==> src/rtl/sync_fifo_pkg.sv <==
// Shared defaults and derived widths for the single-clock FIFO.
// Optional embedded checks in sync_fifo are enabled with SYNC_FIFO_ASSERTIONS_EN.
package sync_fifo_pkg;

  localparam int FIFO_WIDTH = 16;
  localparam int FIFO_DEPTH = 8;
  localparam int PTR_W      = (FIFO_DEPTH > 1) ? $clog2(FIFO_DEPTH) : 1;
  localparam int CNT_W      = PTR_W + 1;

  typedef logic [FIFO_WIDTH-1:0] data_t;

endpackage

==> src/rtl/sync_fifo_if.sv <==
// Producer/consumer handshake bundle for sync_fifo.
// The master side drives requests and write data; the slave side is the FIFO.
interface sync_fifo_if
  import sync_fifo_pkg::*;
#(
  parameter int FIFO_WIDTH = sync_fifo_pkg::FIFO_WIDTH
);

  logic [FIFO_WIDTH-1:0] data_in;
  logic                  wr_en;
  logic                  rd_en;
  logic [FIFO_WIDTH-1:0] data_out;
  logic                  wr_ack;
  logic                  overflow;
  logic                  underflow;
  logic                  full;
  logic                  empty;
  logic                  almostfull;
  logic                  almostempty;

  modport master (
    output data_in, wr_en, rd_en,
    input  data_out, wr_ack, overflow, underflow,
    input  full, empty, almostfull, almostempty
  );

  modport slave (
    input  data_in, wr_en, rd_en,
    output data_out, wr_ack, overflow, underflow,
    output full, empty, almostfull, almostempty
  );

endinterface

==> src/rtl/sync_fifo_mem.sv <==
// FIFO_DEPTH x FIFO_WIDTH storage with one write port and one registered read port.
// Only the read register is reset; the array itself keeps its contents.
module sync_fifo_mem
  import sync_fifo_pkg::*;
#(
  parameter int FIFO_WIDTH = sync_fifo_pkg::FIFO_WIDTH,
  parameter int FIFO_DEPTH = sync_fifo_pkg::FIFO_DEPTH,
  parameter int PTR_W      = (FIFO_DEPTH > 1) ? $clog2(FIFO_DEPTH) : 1
) (
  input  logic                  clk,
  input  logic                  rst_n,
  input  logic                  we,
  input  logic [PTR_W-1:0]      waddr,
  input  logic [FIFO_WIDTH-1:0] wdata,
  input  logic                  re,
  input  logic [PTR_W-1:0]      raddr,
  output logic [FIFO_WIDTH-1:0] rdata
);

  logic [FIFO_WIDTH-1:0] mem [FIFO_DEPTH];

  always_ff @(posedge clk) begin
    if (we) begin
      mem[waddr] <= wdata;
    end
  end

  // rdata holds its value whenever no read is accepted
  always_ff @(posedge clk or negedge rst_n) begin
    if (!rst_n) begin
      rdata <= '0;
    end else if (re) begin
      rdata <= mem[raddr];
    end
  end

endmodule

==> src/rtl/sync_fifo.sv <==
// Single-clock FIFO: pointers, occupancy count, status pulses and flags around sync_fifo_mem.
// Define SYNC_FIFO_ASSERTIONS_EN to compile the embedded consistency checks.
module sync_fifo
  import sync_fifo_pkg::*;
#(
  parameter int FIFO_WIDTH = sync_fifo_pkg::FIFO_WIDTH,
  parameter int FIFO_DEPTH = sync_fifo_pkg::FIFO_DEPTH
) (
  input  logic       clk,
  input  logic       rst_n,
  sync_fifo_if.slave bus
);

  localparam int PTR_W = (FIFO_DEPTH > 1) ? $clog2(FIFO_DEPTH) : 1;
  localparam int CNT_W = PTR_W + 1;
  localparam logic [PTR_W-1:0] PTR_LAST = PTR_W'(FIFO_DEPTH - 1);
  localparam logic [CNT_W-1:0] CNT_FULL = CNT_W'(FIFO_DEPTH);

  logic [PTR_W-1:0]      wr_ptr;
  logic [PTR_W-1:0]      rd_ptr;
  logic [CNT_W-1:0]      count;
  logic                  wr_acc;
  logic                  rd_acc;
  logic                  full;
  logic                  empty;
  logic                  wr_ack;
  logic                  overflow;
  logic                  underflow;
  logic [FIFO_WIDTH-1:0] rdata;

  assign full   = (count == CNT_FULL);
  assign empty  = (count == '0);
  assign wr_acc = bus.wr_en && !full;
  assign rd_acc = bus.rd_en && !empty;

  always_ff @(posedge clk or negedge rst_n) begin
    if (!rst_n) begin
      wr_ptr <= '0;
    end else if (wr_acc) begin
      wr_ptr <= (wr_ptr == PTR_LAST) ? '0 : wr_ptr + PTR_W'(1);
    end
  end

  always_ff @(posedge clk or negedge rst_n) begin
    if (!rst_n) begin
      rd_ptr <= '0;
    end else if (rd_acc) begin
      rd_ptr <= (rd_ptr == PTR_LAST) ? '0 : rd_ptr + PTR_W'(1);
    end
  end

  always_ff @(posedge clk or negedge rst_n) begin
    if (!rst_n) begin
      count <= '0;
    end else begin
      case ({wr_acc, rd_acc})
        2'b10:   count <= count + CNT_W'(1);
        2'b01:   count <= count - CNT_W'(1);
        default: count <= count;
      endcase
    end
  end

  // A read request on an empty FIFO is not an underflow when a write arrives in the same cycle
  always_ff @(posedge clk or negedge rst_n) begin
    if (!rst_n) begin
      wr_ack    <= 1'b0;
      overflow  <= 1'b0;
      underflow <= 1'b0;
    end else begin
      wr_ack    <= wr_acc;
      overflow  <= bus.wr_en && full;
      underflow <= bus.rd_en && empty && !bus.wr_en;
    end
  end

  sync_fifo_mem #(
    .FIFO_WIDTH (FIFO_WIDTH),
    .FIFO_DEPTH (FIFO_DEPTH),
    .PTR_W      (PTR_W)
  ) u_mem (
    .clk   (clk),
    .rst_n (rst_n),
    .we    (wr_acc),
    .waddr (wr_ptr),
    .wdata (bus.data_in),
    .re    (rd_acc),
    .raddr (rd_ptr),
    .rdata (rdata)
  );

  assign bus.data_out    = rdata;
  assign bus.wr_ack      = wr_ack;
  assign bus.overflow    = overflow;
  assign bus.underflow   = underflow;
  assign bus.full        = full;
  assign bus.empty       = empty;
  assign bus.almostfull  = (count == CNT_W'(FIFO_DEPTH - 1));
  assign bus.almostempty = (count == CNT_W'(1));

`ifdef SYNC_FIFO_ASSERTIONS_EN
  a_count_max: assert property (@(posedge clk) disable iff (!rst_n)
    count <= CNT_FULL)
    else $error("a_count_max");

  a_wr_ack: assert property (@(posedge clk) disable iff (!rst_n)
    wr_acc |=> bus.wr_ack)
    else $error("a_wr_ack");

  a_overflow: assert property (@(posedge clk) disable iff (!rst_n)
    (bus.wr_en && full) |=> bus.overflow)
    else $error("a_overflow");

  a_underflow: assert property (@(posedge clk) disable iff (!rst_n)
    (bus.rd_en && empty && !bus.wr_en) |=> bus.underflow)
    else $error("a_underflow");

  a_wr_wrap: assert property (@(posedge clk) disable iff (!rst_n)
    (wr_acc && wr_ptr == PTR_LAST) |=> (wr_ptr == '0))
    else $error("a_wr_wrap");

  a_rd_wrap: assert property (@(posedge clk) disable iff (!rst_n)
    (rd_acc && rd_ptr == PTR_LAST) |=> (rd_ptr == '0))
    else $error("a_rd_wrap");

  a_flags: assert property (@(posedge clk) disable iff (!rst_n)
    (bus.full == (count == CNT_FULL)) && (bus.empty == (count == '0)) &&
    (bus.almostfull == (count == CNT_W'(FIFO_DEPTH - 1))) &&
    (bus.almostempty == (count == CNT_W'(1))))
    else $error("a_flags");
`endif

endmodule

==> src/flat_wrapper.sv <==
// flat-port wrapper written by rule: the top's interface ports become plain ports
module sync_fifo_flat import sync_fifo_pkg::*;
#(
  parameter int FIFO_WIDTH = sync_fifo_pkg::FIFO_WIDTH,
  parameter int FIFO_DEPTH = sync_fifo_pkg::FIFO_DEPTH
)
  (clk, rst_n, bus_data_in, bus_wr_en, bus_rd_en, bus_data_out, bus_wr_ack, bus_overflow, bus_underflow, bus_full, bus_empty, bus_almostfull, bus_almostempty);
  sync_fifo_if #(.FIFO_WIDTH(FIFO_WIDTH)) bus_i ();
  input  logic clk;
  input  logic rst_n;
  input wire logic [$bits(bus_i.data_in)-1:0] bus_data_in;
  input wire logic [$bits(bus_i.wr_en)-1:0] bus_wr_en;
  input wire logic [$bits(bus_i.rd_en)-1:0] bus_rd_en;
  output wire logic [$bits(bus_i.data_out)-1:0] bus_data_out;
  output wire logic [$bits(bus_i.wr_ack)-1:0] bus_wr_ack;
  output wire logic [$bits(bus_i.overflow)-1:0] bus_overflow;
  output wire logic [$bits(bus_i.underflow)-1:0] bus_underflow;
  output wire logic [$bits(bus_i.full)-1:0] bus_full;
  output wire logic [$bits(bus_i.empty)-1:0] bus_empty;
  output wire logic [$bits(bus_i.almostfull)-1:0] bus_almostfull;
  output wire logic [$bits(bus_i.almostempty)-1:0] bus_almostempty;
  assign bus_i.data_in = bus_data_in;
  assign bus_i.wr_en = bus_wr_en;
  assign bus_i.rd_en = bus_rd_en;
  assign bus_data_out = bus_i.data_out;
  assign bus_wr_ack = bus_i.wr_ack;
  assign bus_overflow = bus_i.overflow;
  assign bus_underflow = bus_i.underflow;
  assign bus_full = bus_i.full;
  assign bus_empty = bus_i.empty;
  assign bus_almostfull = bus_i.almostfull;
  assign bus_almostempty = bus_i.almostempty;
  sync_fifo #(.FIFO_WIDTH(FIFO_WIDTH), .FIFO_DEPTH(FIFO_DEPTH)) u_core (.clk(clk), .rst_n(rst_n), .bus(bus_i));
endmodule
==> config.mk <==
export PLATFORM = sky130hd
export DESIGN_NAME = sync_fifo_flat
export DESIGN_NICKNAME = d
export VERILOG_FILES = /design/src/rtl/sync_fifo_pkg.sv /design/src/rtl/sync_fifo_if.sv /design/src/rtl/sync_fifo_mem.sv /design/src/rtl/sync_fifo.sv /design/src/flat_wrapper.sv
export SDC_FILE = /design/constraint.sdc
export NUM_CORES = 1
export LEC_CHECK = 0
export BUFFER_PORTS_ARGS = -buffer_cell sky130_fd_sc_hd__buf_2
export CORE_ASPECT_RATIO = 1.75
export CORE_UTILIZATION = 40
export DETAILED_ROUTE_END_ITERATION = 10
export PLACE_DENSITY_LB_ADDON = 0.12
export SLEW_MARGIN = 10
export SYNTH_ARGS = -nofsm -noshare
export SYNTH_HDL_FRONTEND = slang
export SYNTH_SLANG_ARGS = --single-unit
==> constraint.sdc <==
create_clock -name clk -period 4.4 [get_ports clk]
set_input_delay 0 -clock clk [delete_from_list [all_inputs] [get_ports clk]]
set_output_delay 0 -clock clk [all_outputs]
set_load 0.1 [all_outputs]
-- After elaboration in Yosys (flattened, before gate mapping)
Memory sizes are Yosys's and may differ from the RTL's. A register that Yosys moved wholly into a read port is not among the register bits.
Index checks and enable logic that the tools add are counted.
- register bits: 13
- RAM bits: 128
- bits of input ports: 20
- output and inout port bits: 23
- logic and storage cells: 34
- memories kept: 1
- add/sub/neg operators: 4
- eq/ne operators: 7
- mux-type cells: 5
- reduce and logical (&&, ||, !) cells: 11
- memories (name ; depth ; width ; rd ports ; clocked after Yosys merged registers in ; wr ports ; line ; RTL):
    u_core.u_mem.mem ; 8 ; 16 ; 1 ; 1 ; 1 ; sync_fifo_mem.sv:20 ; logic [FIFO_WIDTH-1:0] mem [FIFO_DEPTH];
- operator list (cell ; number):
    $pmux 4 s2 ; 1
    $add 3x1->3 const B ; 2
    $eq 3x3->1 const B ; 2
    $mux 3 ; 2
    $logic_and 1x1->1 ; 5
    $add 4x1->4 const B ; 1
    $eq 4x1->1 const B ; 1
    $eq 4x3->1 const B ; 1
    $eq 4x4->1 const B ; 1
    $logic_not 1->1 ; 4
    $logic_not 4->1 ; 1
    $sub 4x1->4 const B ; 1
    $eq 2x1->1 const B ; 1
    $eq 2x2->1 const B ; 1
    $mux 1 ; 2
    $reduce_bool 2->1 ; 1

-- Longest topological paths before layout
Gate-level depths: netlist of the first run.
- word-level depth: 5
- mapped depth: 10
- gate-level depth less buffers: 9

-- Modules after synthesis
A second synthesis of the first run with hierarchy kept.
- cells, all modules: 379
- area, all modules: 6328.6 µm²
- modules (own cells, without submodules) (module ; instances ; cells each ; area an instance (µm²) ; seq. area each (µm²)):
    sync_fifo_mem ; 1 ; 325 ; 5652.9 ; 4244.1
    sync_fifo ; 1 ; 54 ; 675.6 ; 325.3

-- Worst setup path before layout of the first run
OpenSTA, ideal clock, no wires.
- path kind: register to register
- from: register u_core.count[0]
- to: memory u_core.u_mem.mem[0][0], enable pin
- library setup time: 0.430 ns
- arrival time: 2.581 ns
- required time: 3.970 ns
- path slack: 1.389 ns
- stages on the path, launching flop included: 6
- buffers on the path: 0
- path through: dfrtp_1 -> inv_1 -> ha_1 -> nand3b_1 -> nand2_1 -> nor4_1
- longest elaborated chain between the ends: 5
- ends and longest elaborated chain (element ; line ; RTL):
    from (decl) ; sync_fifo.sv:21 ; logic [CNT_W-1:0] count;
    from (signal assigned) ; sync_fifo.sv:57 ; 2'b10: count <= count + CNT_W'(1);
    from (signal assigned) ; sync_fifo.sv:58 ; 2'b01: count <= count - CNT_W'(1);
    from (signal assigned) ; sync_fifo.sv:59 ; default: count <= count;
    $eq 4x4->1 ; sync_fifo.sv:31 ; assign full = (count == CNT_FULL);
    $logic_not 1->1 ; sync_fifo.sv:33 ; assign wr_acc = bus.wr_en && !full;
    $logic_and 1x1->1 ; sync_fifo.sv:33 ;
    $mux 1 ; sync_fifo_mem.sv:23 ; if (we) begin
    $mux 1 (implied by the code) ; sync_fifo_mem.sv:24 ; mem[waddr] <= wdata;
    to (decl) ; sync_fifo_mem.sv:20 ;
Every way passes these cells.

-- Worst setup path in the final report of the first run
- from: register u_core.count[0]
- to: register u_core.count[3]
- longest elaborated chain between the ends: 5
- elaborated cells between the ends (all ways): 12
- ends and longest elaborated chain (element ; line ; RTL):
    $logic_not 4->1 * ; sync_fifo.sv:32 ; assign empty = (count == '0);
    $logic_not 1->1 * ; sync_fifo.sv:34 ; assign rd_acc = bus.rd_en && !empty;
    $logic_and 1x1->1 * ; sync_fifo.sv:34 ;
    named net u_core.rd_acc ; sync_fifo.sv:23 ; logic rd_acc;
    $eq 2x1->1 / $eq 2x2->1 (equally long branches) ; sync_fifo.sv:56 ; case ({wr_acc, rd_acc})
    $pmux 4 s2 / $reduce_bool 2->1 (equally long branches) ; n/a ;
Mark *: on every way through the listed nets, which the timed path passes. The rest lies on a longest branch.
A chain may end at the register's enable or synchronous reset.

==> results of run 1 <==
-- routing by layer --
metal	GRT usage	up-vias	part of all wire
li1	-	1559	-
met1	0.2080	1696	0.41
met2	0.3175	63	0.55
met3	0.03497	13	0.026
met4	0.06394	0	0.020
met5	0	-	0
-- Yosys cell counts (all sizes together), types with 2 or more instances --
cell type,n
buf,13
nand2b,4
nor2,7
xor2,2
o31ai,16
mux2i,33
mux2,38
nand2,4
a22o,16
o22ai,16
dfrtp,29
o21ai,17
nor2b,2
inv,6
ha,8
edfxtp,128
xnor2,2
nor3b,3
clkbuf,5
nor3,4
-- worst min-delay path by stage --
stage	startpoint	to	slack, ps
finish	bus_rd_en	u_core.count[0]$_DFFE_PN0P_	170
global route	bus_rd_en	u_core.count[0]$_DFFE_PN0P_	180
CTS	bus_rd_en	u_core.count[0]$_DFFE_PN0P_	150
detailed placement	rst_n	u_core.u_mem.rdata[12]$_DFFE_PN0P_	110
global placement	rst_n	u_core.u_mem.rdata[12]$_DFFE_PN0P_	100
floorplan	rst_n	u_core.bus.overflow$_DFF_PN0_	-300
-- registers in the layout, indices dropped and copies added, names as in the netlist --
register / count
u_core.wr_ptr: 3
u_core.bus.underflow: 1
u_core.u_mem.rdata: 16
u_core.u_mem.mem: 128
u_core.rd_ptr: 3
u_core.bus.wr_ack: 1
u_core.count: 4
u_core.bus.overflow: 1
-- power by group through the flow --
stage	sequential (mW)	clock, mW	combinational, mW
finish	2.16	1.39	1.98
global route	2.19	1.47	2.11
CTS	2.16	1.43	2.02
detailed placement	2.19	0	2.00
global placement	2.18	0	1.97
floorplan	2.64	0	1.08
-- final cells by class --
cell class                      count  area (um^2)
Fill cell                        1362         7869
Sequential cell                   157         4571
Timing Repair Buffer               72        480.5
Inverter                            6        22.52
Clock buffer                       17        425.4
Tap cell                          186        232.7
Clock inverter                     15        137.6
Multi-Input combinational cell    180         1577
-- worst max-delay path, delay by kind of cell (launching register included) --
family                   cells  cell delay (ps)
flip-flops                   1              450
buffers and inverters        2              140
AND/OR/NAND/NOR              3             1130
adder cells (fa/ha/maj)      2              420
AO/OA/AOI/OAI                1              150
XOR/XNOR                     1              150
-- stage by stage --
step	worst slack [ps]	utilization	instances	hold WS (ps)	cell area [um^2]
CTS	1875	0.4862	633	152.8	7446
global route	1699	0.4862	633	181.9	7446
floorplan	1389	-	361	-295.6	6261
global placement	1943	0.4377	583	103.6	6703
detailed placement	1888	0.4377	583	114.7	6703
finish	1899	0.4862	633	169.5	7446
-- repair_timing --
action	4_1_cts	5_1_grt
setup buffers	0	0
hold endpoints to repair	159	0
hold buffers	18	0
-- cells by family (layout without fill, tap and decap cells) --
group	after synthesis	after routing	share of synthesized area
flops	157	157	0.7298
buf+inv	24	110	0.02298
simple gates	31	31	0.03038
fa+ha+maj	8	8	0.01599
compound gates	66	66	0.07414
mux	71	71	0.1211
xor+xnor	4	4	0.005597
==> out/summary.json, run 1 <==
{
  "clk_root_buffer_cell": "clkbuf_16",
  "syn_nets": 389,
  "core-area_um2": 15310,
  "min_delay_path_depth": 5,
  "timing.max_slew.rel_slack": 0.3457,
  "synth_async_sr_flop_share": 0.1847,
  "route.detailed.drc": 0,
  "seqPwrFrac": 0.390,
  "synth.yosys.seq_area_share": 0.7298,
  "worst-path-max-fanout": 19,
  "first_pass_grt_wire_length_mm": 20.27,
  "place.port_buffers": 42,
  "design.die.area_um2": 16180,
  "first_pass_iters": 4,
  "r2r_end": "u_core.count[3]$_DFFE_PN0P_",
  "final_common_cell": "edfxtp_1",
  "timing_max_transition_violations_final": 0,
  "antenna_cells_inserted": 0,
  "nNetsFinal": 462,
  "slowest_stage": "nor3b_4",
  "grt_start_max_net_pins": 33,
  "synthesis.instances": 361,
  "power.switching_mw": 2.198,
  "finalCriticalPeriod_ps": 2501,
  "drive_gt1_frac": 0.2953,
  "crit_required_ps": 4730,
  "critPathCapture": "u_core.count[3]$_DFFE_PN0P_",
  "detailedRoute.firstIterationViolations": 145,
  "post_drt_wl_per_cell_um": 21.06,
  "dr_total_vias": 3331,
  "rows": 60,
  "layout.cells.most_common_list": "edfxtp_1, buf_2, mux2_2",
  "postRouteAntennaNets": 0,
  "flow.area_growth_from_synthesis_pct": 18.92,
  "worst_hold_path_type": "primary input to flop",
  "warnings_from_yosys": 0,
  "power_switching_share": 0.3975,
  "grt_usage": 0.1787,
  "grt_setup_unrepaired": "false",
  "result_of_the_run": "finished clean",
  "ys_ff_latch": 157,
  "achievable-frequency_ghz": 0.3999,
  "number_of_flops_mapped_to_enable_cells_by_yosys": 128,
  "power_density_nw_per_um2": 742.7,
  "detail_route.vias_per_cell": 5.262,
  "cap_viol_max_count": 0,
  "first_global_vias": 3571,
  "timing_hold_violations_final": 0,
  "initial_utilization": 0.4088,
  "power_frac_clock": 0.251,
  "grt.overflow.total": 0,
  "syn_area_um2": 6261,
  "endpoint_kind": "flop",
  "cts.repair.resized": 0,
  "die_width_um": 96.58,
  "power_report.internal_total_mw": 3.332,
  "wirelength_mm": 13.33,
  "max-clock-path-buffers": 2,
  "slew_at_the_pin_closest_to_its_max_slew_limit_ps": 980.4,
  "finalCritPeriodShare": 0.5683,
  "synth_area_leaders": "edfxtp_1, dfrtp_1, mux2_2",
  "tritoncts": "yes",
  "detailedPlacementHpwl_mm": 7.600,
  "cp-start-kind": "flop",
  "timing.rr.start": "u_core.count[0]$_DFFE_PN0P_",
  "worst-endpoint-arrival_ps": 2830,
  "floorplan.die.height_um": 167.5,
  "netlist.top_cell.by_area": "edfxtp_1",
  "critical_path.startpoint": "u_core.count[0]$_DFFE_PN0P_",
  "synthDistinctLibCells": 34,
  "dominantRegCellSynth": "edfxtp_1",
  "clk_transition_reported_paths_ps": 60,
  "grt_antenna_before_repair": 0,
  "synth.top_cell.area_share": 0.6139,
  "peakVddDrop_v": 0.0003780,
  "critical-path-max-stage-delay_ps": 720,
  "synthesis.area_per_instance_um2": 17.34,
  "reg2reg_setup_slack_ps": 1900,
  "worstRegToRegCells": 9,
  "worst_skew_pair_latency_ps": 410,
  "htree_levels": 4,
  "power_leakage_nw": 2.758,
  "cp_cell_sequence": "inv_1 -> ha_1 -> nor3b_4 -> nand2b_1 -> inv_1 -> ha_1 -> nand4b_1 -> a21oi_2 -> xor2_1",
  "clock-skew-final_ps": 7.765,
  "globalplace.congestion": 0.7261,
  "criticalPathCategory": "flop to flop",
  "finalSetupViolations": 0,
  "setup_tns_ps": 0,
  "sink_count": 157,
  "total_power_mw": 5.530,
  "io_pins": 43,
  "comb_power_share": 0.359,
  "tritoncts.num_buffers": 17
}
No activity file was read; power rests on OpenSTA's default activity.
==> run 2: changes to the inputs <==
- ABC_AREA: unset -> 1
- clock period: 4.4 -> 2.1 ns (I/O delays scaled with it)
==> out/summary.json, run 2 <==
{
  "result_of_the_run": "finished clean",
  "netlist.top_cell.by_area": "edfxtp_1",
  "dpl.cell_count": {"value": 910, "change": "+56%"},
  "io_pins": {"value": 43, "change": "unchanged"},
  "first_pass_iters": {"value": 6, "change": "+2"},
  "power_density": {"value": 1516, "unit": "nW/um^2", "change": "+100%"},
  "clock-skew-final": {"value": 12.07, "unit": "ps", "change": "+4.307 ps"},
  "critPathCapture": "u_core.count[2]$_DFFE_PN0P_",
  "timing_max_transition_violations_final": {"value": 0, "change": "unchanged"},
  "cts.repair.resized": {"value": 0, "change": "unchanged"},
  "worst-path-max-fanout": {"value": 5, "change": "-14"},
  "peakVddDrop": {"value": 0.0007350, "unit": "V", "change": "+94%"},
  "design.die.area": {"value": 17630, "unit": "um^2", "change": "+9.0%"},
  "detail_route.vias_per_cell": {"value": 4.742, "change": "-9.9%"},
  "core-area": {"value": 16520, "unit": "um^2", "change": "+7.9%"},
  "route.detailed.drc": {"value": 0, "change": "unchanged"},
  "dr_total_vias": {"value": 4557, "change": "+37%"},
  "total_power": {"value": 12.56, "unit": "mW", "change": "+130%"},
  "grt_setup_unrepaired": "false",
  "syn_nets": {"value": 676, "change": "+74%"},
  "setup_tns": {"value": 0, "unit": "ps", "change": "unchanged"},
  "clk_transition_reported_paths": {"value": 70, "unit": "ps", "change": "about the same"},
  "cp-start-kind": "flop",
  "max-clock-path-buffers": {"value": 2, "change": "unchanged"},
  "worst_hold_path_type": "primary input to flop",
  "synthDistinctLibCells": {"value": 29, "change": "-15%"},
  "clk_root_buffer_cell": "clkbuf_16",
  "wirelength": {"value": 15.88, "unit": "mm", "change": "+19%"},
  "postRouteAntennaNets": {"value": 0, "change": "unchanged"},
  "timing_hold_violations_final": {"value": 0, "change": "unchanged"},
  "synth_top_cells_by_count": "nand2_1, edfxtp_1, inv_1, nand3_1, dfrtp_1",
  "synth.yosys.seq_area_share": {"value": 0.6687, "change": "-0.06107"},
  "synth_area_leaders": "edfxtp_1, nand2_1, dfrtp_1",
  "floorplan.die.height": {"value": 174.9, "unit": "um", "change": "+4.4%"},
  "max_ffs_per_register": {"value": 128, "change": "unchanged"},
  "rows": {"value": 62, "change": "+3.3%"},
  "grt_antenna_before_repair": {"value": 0, "change": "unchanged"},
  "synthesis.instances": {"value": 648, "change": "+80%"},
  "syn_area": {"value": 6833, "unit": "um^2", "change": "+9.1%"},
  "critical_path.startpoint": "u_core.count[1]$_DFFE_PN0P_",
  "antenna_cells_inserted": {"value": 0, "change": "unchanged"},
  "endpoint_kind": "flop",
  "finalCriticalPeriod": {"value": 1916, "unit": "ps", "change": "-585.1 ps"},
  "multi_input_area": {"value": 1740, "unit": "um^2", "change": "+10%"},
  "globalplace.congestion": {"value": 0.8157, "change": "+12%"},
  "crit_required": {"value": 2420, "unit": "ps", "change": "-2310 ps"},
  "drive_gt1_frac": {"value": 0.1927, "change": "-0.1026"},
  "grt.overflow.total": {"value": 0, "change": "unchanged"},
  "achievable-frequency": {"value": 0.5220, "unit": "GHz", "change": "+31%"},
  "fin_util": {"value": 0.5014, "change": "+0.01517"},
  "fillerInstances": {"value": 1521, "change": "+12%"},
  "final_cells": {"value": 961, "change": "+52%"},
  "worst_skew_pair_latency": {"value": 420, "unit": "ps", "change": "about the same"},
  "tritoncts": "yes",
  "nNetsFinal": {"value": 752, "change": "+63%"},
  "detailedRoute.firstIterationViolations": {"value": 160, "change": "+10%"},
  "synth.top_cell.area_share": {"value": 0.5625, "change": "-0.05137"},
  "fin_area": {"value": 8284, "unit": "um^2", "change": "+11%"},
  "finalHoldWorstSlack": {"value": 54.18, "unit": "ps", "change": "-115.3 ps"},
  "sink_count": {"value": 157, "change": "unchanged"},
  "first_pass_grt_wire_length": {"value": 24.76, "unit": "mm", "change": "+22%"},
  "ys_ff_latch": {"value": 157, "change": "unchanged"},
  "post-route-worst-setup-slack": {"value": 184.4, "unit": "ps", "change": "-1715 ps"},
  "finalCritPeriodShare": {"value": 0.9122, "change": "+0.3439"},
  "detailedPlacementHpwl": {"value": 10.75, "unit": "mm", "change": "+41%"},
  "timing.rr.start": "u_core.count[1]$_DFFE_PN0P_",
  "criticalPathCategory": "flop to flop",
  "reg2reg_setup_slack": {"value": 180, "unit": "ps", "change": "-1710 ps"},
  "power_leakage": {"value": 3.687, "unit": "nW", "change": "+34%"},
  "die_width": {"value": 100.8, "unit": "um", "change": "+4.4%"},
  "post-place-ws": {"value": 191.3, "unit": "ps", "change": "-1697 ps"},
  "post_drt_wl_per_cell": {"value": 16.52, "unit": "um", "change": "-22%"},
  "first_global_vias": {"value": 4588, "change": "+28%"},
  "grt_start_max_net_pins": {"value": 67, "change": "+100%"},
  "final_common_cell": "nand2_1",
  "grt_usage": {"value": 0.1949, "change": "+0.01622"},
  "dominantRegCellSynth": "edfxtp_1",
  "synthesis.area_per_instance": {"value": 10.54, "unit": "um^2", "change": "-39%"},
  "warnings_from_yosys": {"value": 0, "change": "unchanged"},
  "cap_viol_max_count": {"value": 0, "change": "unchanged"},
  "worstRegToRegCells": {"value": 12, "change": "+3"},
  "synth.most_common_cell": "nand2_1",
  "initial_utilization": {"value": 0.4135, "change": "+0.004701"},
  "worst-endpoint-arrival": {"value": 2230, "unit": "ps", "change": "-600 ps"},
  "slew_at_the_pin_closest_to_its_max_slew_limit": {"value": 745.6, "unit": "ps", "change": "-234.9 ps"},
  "holdBufCountCts": {"value": 19, "change": "+1"},
  "layout.cells.most_common_list": "nand2_1, edfxtp_1, inv_1",
  "post_cts_buffers": {"value": 0, "change": "unchanged"},
  "finalSetupViolations": {"value": 0, "change": "unchanged"},
  "regArea": {"value": 4571, "unit": "um^2", "change": "unchanged"},
  "synth_async_sr_flop_share": {"value": 0.1847, "change": "unchanged"},
  "htree_levels": {"value": 4, "change": "unchanged"},
  "number_of_flops_mapped_to_enable_cells_by_yosys": {"value": 128, "change": "unchanged"},
  "max_flop_register": "u_core.u_mem.mem",
  "flow.area_growth_from_synthesis_pct": 21.24,
  "timing.max_slew.rel_slack": {"value": 0.5030, "change": "+0.1573"},
  "postPlaceCellArea": {"value": 7470, "unit": "um^2", "change": "+11%"},
  "largestRegisters": "u_core.u_mem.mem x128, u_core.u_mem.rdata x16, u_core.count x4",
  "tritoncts.num_buffers": {"value": 17, "change": "unchanged"},
  "place.port_buffers": {"value": 42, "change": "unchanged"},
  "r2r_end": "u_core.count[2]$_DFFE_PN0P_"
}
run 2: cell types whose count changed in the layout (fill, tap and decap cells not counted), moves of 7 or more:
| cell | delta |
|---|---|
| a22o_1 | -16 |
| buf_4 | +7 |
| inv_1 | +102 |
| inv_2 | +8 |
| mux2_2 | -35 |
| mux2i_1 | -33 |
| nand2_1 | +203 |
| nand3_1 | +81 |
| nand3_2 | +17 |
| nor2_4 | +7 |
| o21ai_0 | -12 |
| o22ai_1 | -15 |
| o31ai_1 | -14 |
run 2: layout make-up:
class / count / share of cell area
clock buffer: 17 / 0.05135
clock inverter: 15 / 0.02401
inverter: 118 / 0.05377
multi-input combinational: 346 / 0.2101
sequential: 157 / 0.5517
tap: 224 / 0.03383
timing repair buffer: 84 / 0.07522
run 2: how the worst min path moves through the flow:
stage | depth (start not counted) | to | from
6_report | 5 | u_core.count[0]$_DFFE_PN0P_ | bus_rd_en
5_1_grt | 5 | u_core.count[0]$_DFFE_PN0P_ | bus_rd_en
4_1_cts | 5 | u_core.count[0]$_DFFE_PN0P_ | bus_rd_en
3_5_place_dp | 1 | u_core.count[1]$_DFFE_PN0P_ | rst_n
3_3_place_gp | 1 | u_core.count[1]$_DFFE_PN0P_ | rst_n
2_1_floorplan | 0 | u_core.bus.overflow$_DFF_PN0_ | rst_n
run 2: logic make-up after synthesis:
family,Yosys count,share of synthesized area
simple gates,324,0.2144
fa+ha+maj,8,0.01465
buf+inv,145,0.08845
compound gates,11,0.009889
flops,157,0.6687
xor+xnor,3,0.003846
run 2: power by group:
part           internal, mW  leakage (nW)  switching (mW)  total (mW)
clock network          1.92         0.297            1.34        3.25
logic                  1.26          1.88            3.79        5.05
registers              4.00          1.51           0.255        4.25
total                  7.17          3.69            5.38        12.6
run 2: worst max-delay path, stage by stage, from the launching register on:
cell and delay (ps):
dfrtp_1 410, inv_1 120, ha_2 210, inv_2 50
nor3_4 190, inv_2 70, nand2_4 80, inv_4 40
ha_4 220, a21oi_1 120, o21ai_0 110, xor2_1 140
inv_1 50
run 2: routing by layer:
metal / track usage / wire (um) / up-vias
li1: - / - / 2225
met1: 0.2131 / 6261 / 2242
met2: 0.3602 / 8847 / 65
met3: 0.03640 / 298 / 25
met4: 0.08333 / 471 / 0
met5: 0 / 0 / -
==> run 3: changes to the inputs <==
- ABC_AREA: 1 -> 0
- TNS_END_PERCENT: unset -> 30
==> out/summary.json, run 3 (same netlist as run 1, synthesis figures left out) <==
{
  "finalHoldWorstSlack": {"value": 156.1, "unit": "ps", "change": "+101.9 ps"},
  "first_pass_grt_wire_length": {"value": 20.73, "unit": "mm", "change": "-16%"},
  "critical-path-max-stage-delay": {"value": 460, "unit": "ps", "change": "+50 ps"},
  "comb_power_share": {"value": 0.378, "change": "-0.024"},
  "power_frac_clock": {"value": 0.264, "change": "+0.005"},
  "clk_transition_reported_paths": {"value": 70, "unit": "ps", "change": "about the same"},
  "clock-skew-final": {"value": 10.90, "unit": "ps", "change": "-1.172 ps"},
  "layout.cells.most_common_list": "edfxtp_1, buf_2, mux2_2",
  "dpl.cell_count": {"value": 603, "change": "-34%"},
  "postPlaceCellArea": {"value": 6942, "unit": "um^2", "change": "-7.1%"},
  "total_power": {"value": 12.19, "unit": "mW", "change": "-2.9%"},
  "htree_levels": {"value": 4, "change": "unchanged"},
  "power_leakage": {"value": 2.920, "unit": "nW", "change": "-21%"},
  "criticalPathCategory": "flop to flop",
  "reg2reg_setup_slack": {"value": 130, "unit": "ps", "change": "-50 ps"},
  "finalCriticalPeriod": {"value": 1970, "unit": "ps", "change": "+53.96 ps"},
  "timing_hold_violations_final": {"value": 0, "change": "unchanged"},
  "design.die.area": {"value": 16180, "unit": "um^2", "change": "-8.2%"},
  "peakVddDrop": {"value": 0.0009529, "unit": "V", "change": "+30%"},
  "route.detailed.drc": {"value": 0, "change": "unchanged"},
  "regArea": {"value": 4571, "unit": "um^2", "change": "unchanged"},
  "first_global_vias": {"value": 3575, "change": "-22%"},
  "grt.overflow.total": {"value": 0, "change": "unchanged"},
  "wirelength": {"value": 13.52, "unit": "mm", "change": "-15%"},
  "postRouteAntennaNets": {"value": 0, "change": "unchanged"},
  "sink_count": {"value": 157, "change": "unchanged"},
  "fin_area": {"value": 7746, "unit": "um^2", "change": "-6.5%"},
  "worstRegToRegCells": {"value": 9, "change": "-3"},
  "grt_start_max_net_pins": {"value": 34, "change": "-49%"},
  "cp_cell_sequence": "inv_1 -> ha_2 -> nor3b_4 -> nand2b_1 -> inv_1 -> ha_1 -> or4b_4 -> a21oi_2 -> xor2_1",
  "detailedRoute.firstIterationViolations": {"value": 115, "change": "-28%"},
  "largestRegisters": "u_core.u_mem.mem x128, u_core.u_mem.rdata x16, u_core.count x4",
  "place.port_buffers": {"value": 42, "change": "unchanged"},
  "detail_route.vias_per_cell": {"value": 5.254, "change": "+11%"},
  "timing_max_transition_violations_final": {"value": 0, "change": "unchanged"},
  "fillerInstances": {"value": 1317, "change": "-13%"},
  "power_switching_share": {"value": 0.3860, "change": "-0.04286"},
  "floorplan.die.height": {"value": 167.5, "unit": "um", "change": "-4.2%"},
  "achievable-frequency": {"value": 0.5077, "unit": "GHz", "change": "-2.7%"},
  "final_common_cell": "edfxtp_1",
  "crit_required": {"value": 2440, "unit": "ps", "change": "+20 ps"},
  "final_cells": {"value": 653, "change": "-32%"},
  "flow.area_growth_from_synthesis_pct": 23.72,
  "finalSetupViolations": {"value": 0, "change": "unchanged"},
  "tritoncts": "yes",
  "r2r_end": "u_core.count[3]$_DFFE_PN0P_",
  "multi_input_area": {"value": 1590, "unit": "um^2", "change": "-8.6%"},
  "slowest_stage": "or4b_4",
  "seqPwrFrac": {"value": 0.359, "change": "+0.020"},
  "io_pins": {"value": 43, "change": "unchanged"},
  "post_drt_wl_per_cell": {"value": 20.70, "unit": "um", "change": "+25%"},
  "slew_at_the_pin_closest_to_its_max_slew_limit": {"value": 757.7, "unit": "ps", "change": "+12.17 ps"},
  "dr_total_vias": {"value": 3431, "change": "-25%"},
  "drive_gt1_frac": {"value": 0.3319, "change": "+0.1392"},
  "max_ffs_per_register": {"value": 128, "change": "unchanged"},
  "antenna_cells_inserted": {"value": 0, "change": "unchanged"},
  "fin_util": {"value": 0.5058, "change": "+0.004438"},
  "timing.rr.start": "u_core.count[1]$_DFFE_PN0P_",
  "globalplace.congestion": {"value": 0.7383, "change": "-9.5%"},
  "first_pass_iters": {"value": 4, "change": "-2"},
  "finalCritPeriodShare": {"value": 0.9379, "change": "+0.02569"},
  "worst_skew_pair_latency": {"value": 410, "unit": "ps", "change": "about the same"},
  "die_width": {"value": 96.58, "unit": "um", "change": "-4.2%"},
  "worst_hold_path_type": "primary input to flop",
  "timing.max_slew.rel_slack": {"value": 0.4948, "change": "-0.008115"},
  "worst-endpoint-arrival": {"value": 2310, "unit": "ps", "change": "+80 ps"},
  "result_of_the_run": "finished clean",
  "min_delay_path_depth": {"value": 5, "change": "unchanged"},
  "max-clock-path-buffers": {"value": 2, "change": "unchanged"},
  "power_report.internal_total": {"value": 7.484, "unit": "mW", "change": "+4.4%"},
  "whs_endpoint": "u_core.count[0]$_DFFE_PN0P_",
  "endpoint_kind": "flop",
  "crit_path_frequent_cell": "inv_1",
  "nNetsFinal": {"value": 482, "change": "-36%"},
  "cap_viol_max_count": {"value": 0, "change": "unchanged"},
  "power.switching": {"value": 4.705, "unit": "mW", "change": "-13%"},
  "cp-start-kind": "flop",
  "detailedPlacementHpwl": {"value": 8.484, "unit": "mm", "change": "-21%"},
  "worst_hold_path_startpoint": "bus_rd_en",
  "grt_setup_unrepaired": "false",
  "worst-path-max-fanout": {"value": 3, "change": "-2"},
  "power_density": {"value": 1573, "unit": "nW/um^2", "change": "+3.8%"},
  "rows": {"value": 60, "change": "-3.2%"},
  "tritoncts.num_buffers": {"value": 17, "change": "unchanged"},
  "max_flop_register": "u_core.u_mem.mem",
  "grt_usage": {"value": 0.1840, "change": "-0.01092"},
  "core-area": {"value": 15310, "unit": "um^2", "change": "-7.3%"},
  "initial_utilization": {"value": 0.4088, "change": "-0.004701"},
  "clk_root_buffer_cell": "clkbuf_16",
  "grt_antenna_before_repair": {"value": 0, "change": "unchanged"}
}
run 3: worst max path at each step:
| stage | startpoint | to | slack, ps | depth (start not counted) |
|---|---|---|---|---|
| 4_1_cts | u_core.count[0]$_DFFE_PN0P_ | u_core.count[3]$_DFFE_PN0P_ | 70 | 9 |
| 5_1_grt | u_core.count[1]$_DFFE_PN0P_ | u_core.count[3]$_DFFE_PN0P_ | 30 | 10 |
| 3_3_place_gp | u_core.count[0]$_DFFE_PN0P_ | u_core.count[3]$_DFFE_PN0P_ | 160 | 9 |
| 6_report | u_core.count[1]$_DFFE_PN0P_ | u_core.count[3]$_DFFE_PN0P_ | 130 | 9 |
| 2_1_floorplan | u_core.count[0]$_DFFE_PN0P_ | u_core.u_mem.mem[2][0]$_DFFE_PP_ | -510 | 5 |
| 3_5_place_dp | u_core.count[1]$_DFFE_PN0P_ | u_core.count[3]$_DFFE_PN0P_ | 80 | 9 |
run 3: layer usage:
layer	wire length, um	global-route usage
met3	590	0.03815
met4	197	0.06202
met2	7272	0.3163
met5	0	0
met1	5458	0.2252
run 3: stage by stage:
step | setup TNS (ps) | setup slack, ps
after floorplan | -36820 | -511.1
after global placement | 0 | 159.8
after detailed placement | 0 | 77.80
after CTS | 0 | 72.77
after global routing | 0 | 34.83
final | 0 | 130.4
run 3: what timing repair did:
item	4_1_cts	5_1_grt
setup endpoints to repair	0	1
setup buffers	0	0
hold endpoints to repair	159	0
hold buffers	18	0
resized for setup	0	1
run 3: power by group through the flow:
stage	clock network, mW	logic [mW]	registers, mW
finish	3.21	4.60	4.37
global route	3.39	4.92	4.45
CTS	3.28	4.67	4.38
detailed placement	0	4.64	4.43
global placement	0	4.62	4.41
floorplan	0	2.27	5.54
run 3: worst max-delay path: cells and delay by family, from the launching register on:
family / cells / cell delay (ps)
adders and majority gates: 2 / 340
buffers and inverters: 2 / 120
xor gates and xnor gates: 1 / 150
AOI/OAI and AO/OA: 1 / 150
DFF: 1 / 350
and+or+nand+nor: 3 / 770
run 3: layout make-up:
cell class / count / share of cell area
sequential: 157 / 0.5900
inverter: 6 / 0.002907
clock buffer: 17 / 0.05492
tap: 186 / 0.03004
clock inverter: 15 / 0.02536
timing repair buffer: 92 / 0.09142
multi-input combinational: 180 / 0.2053
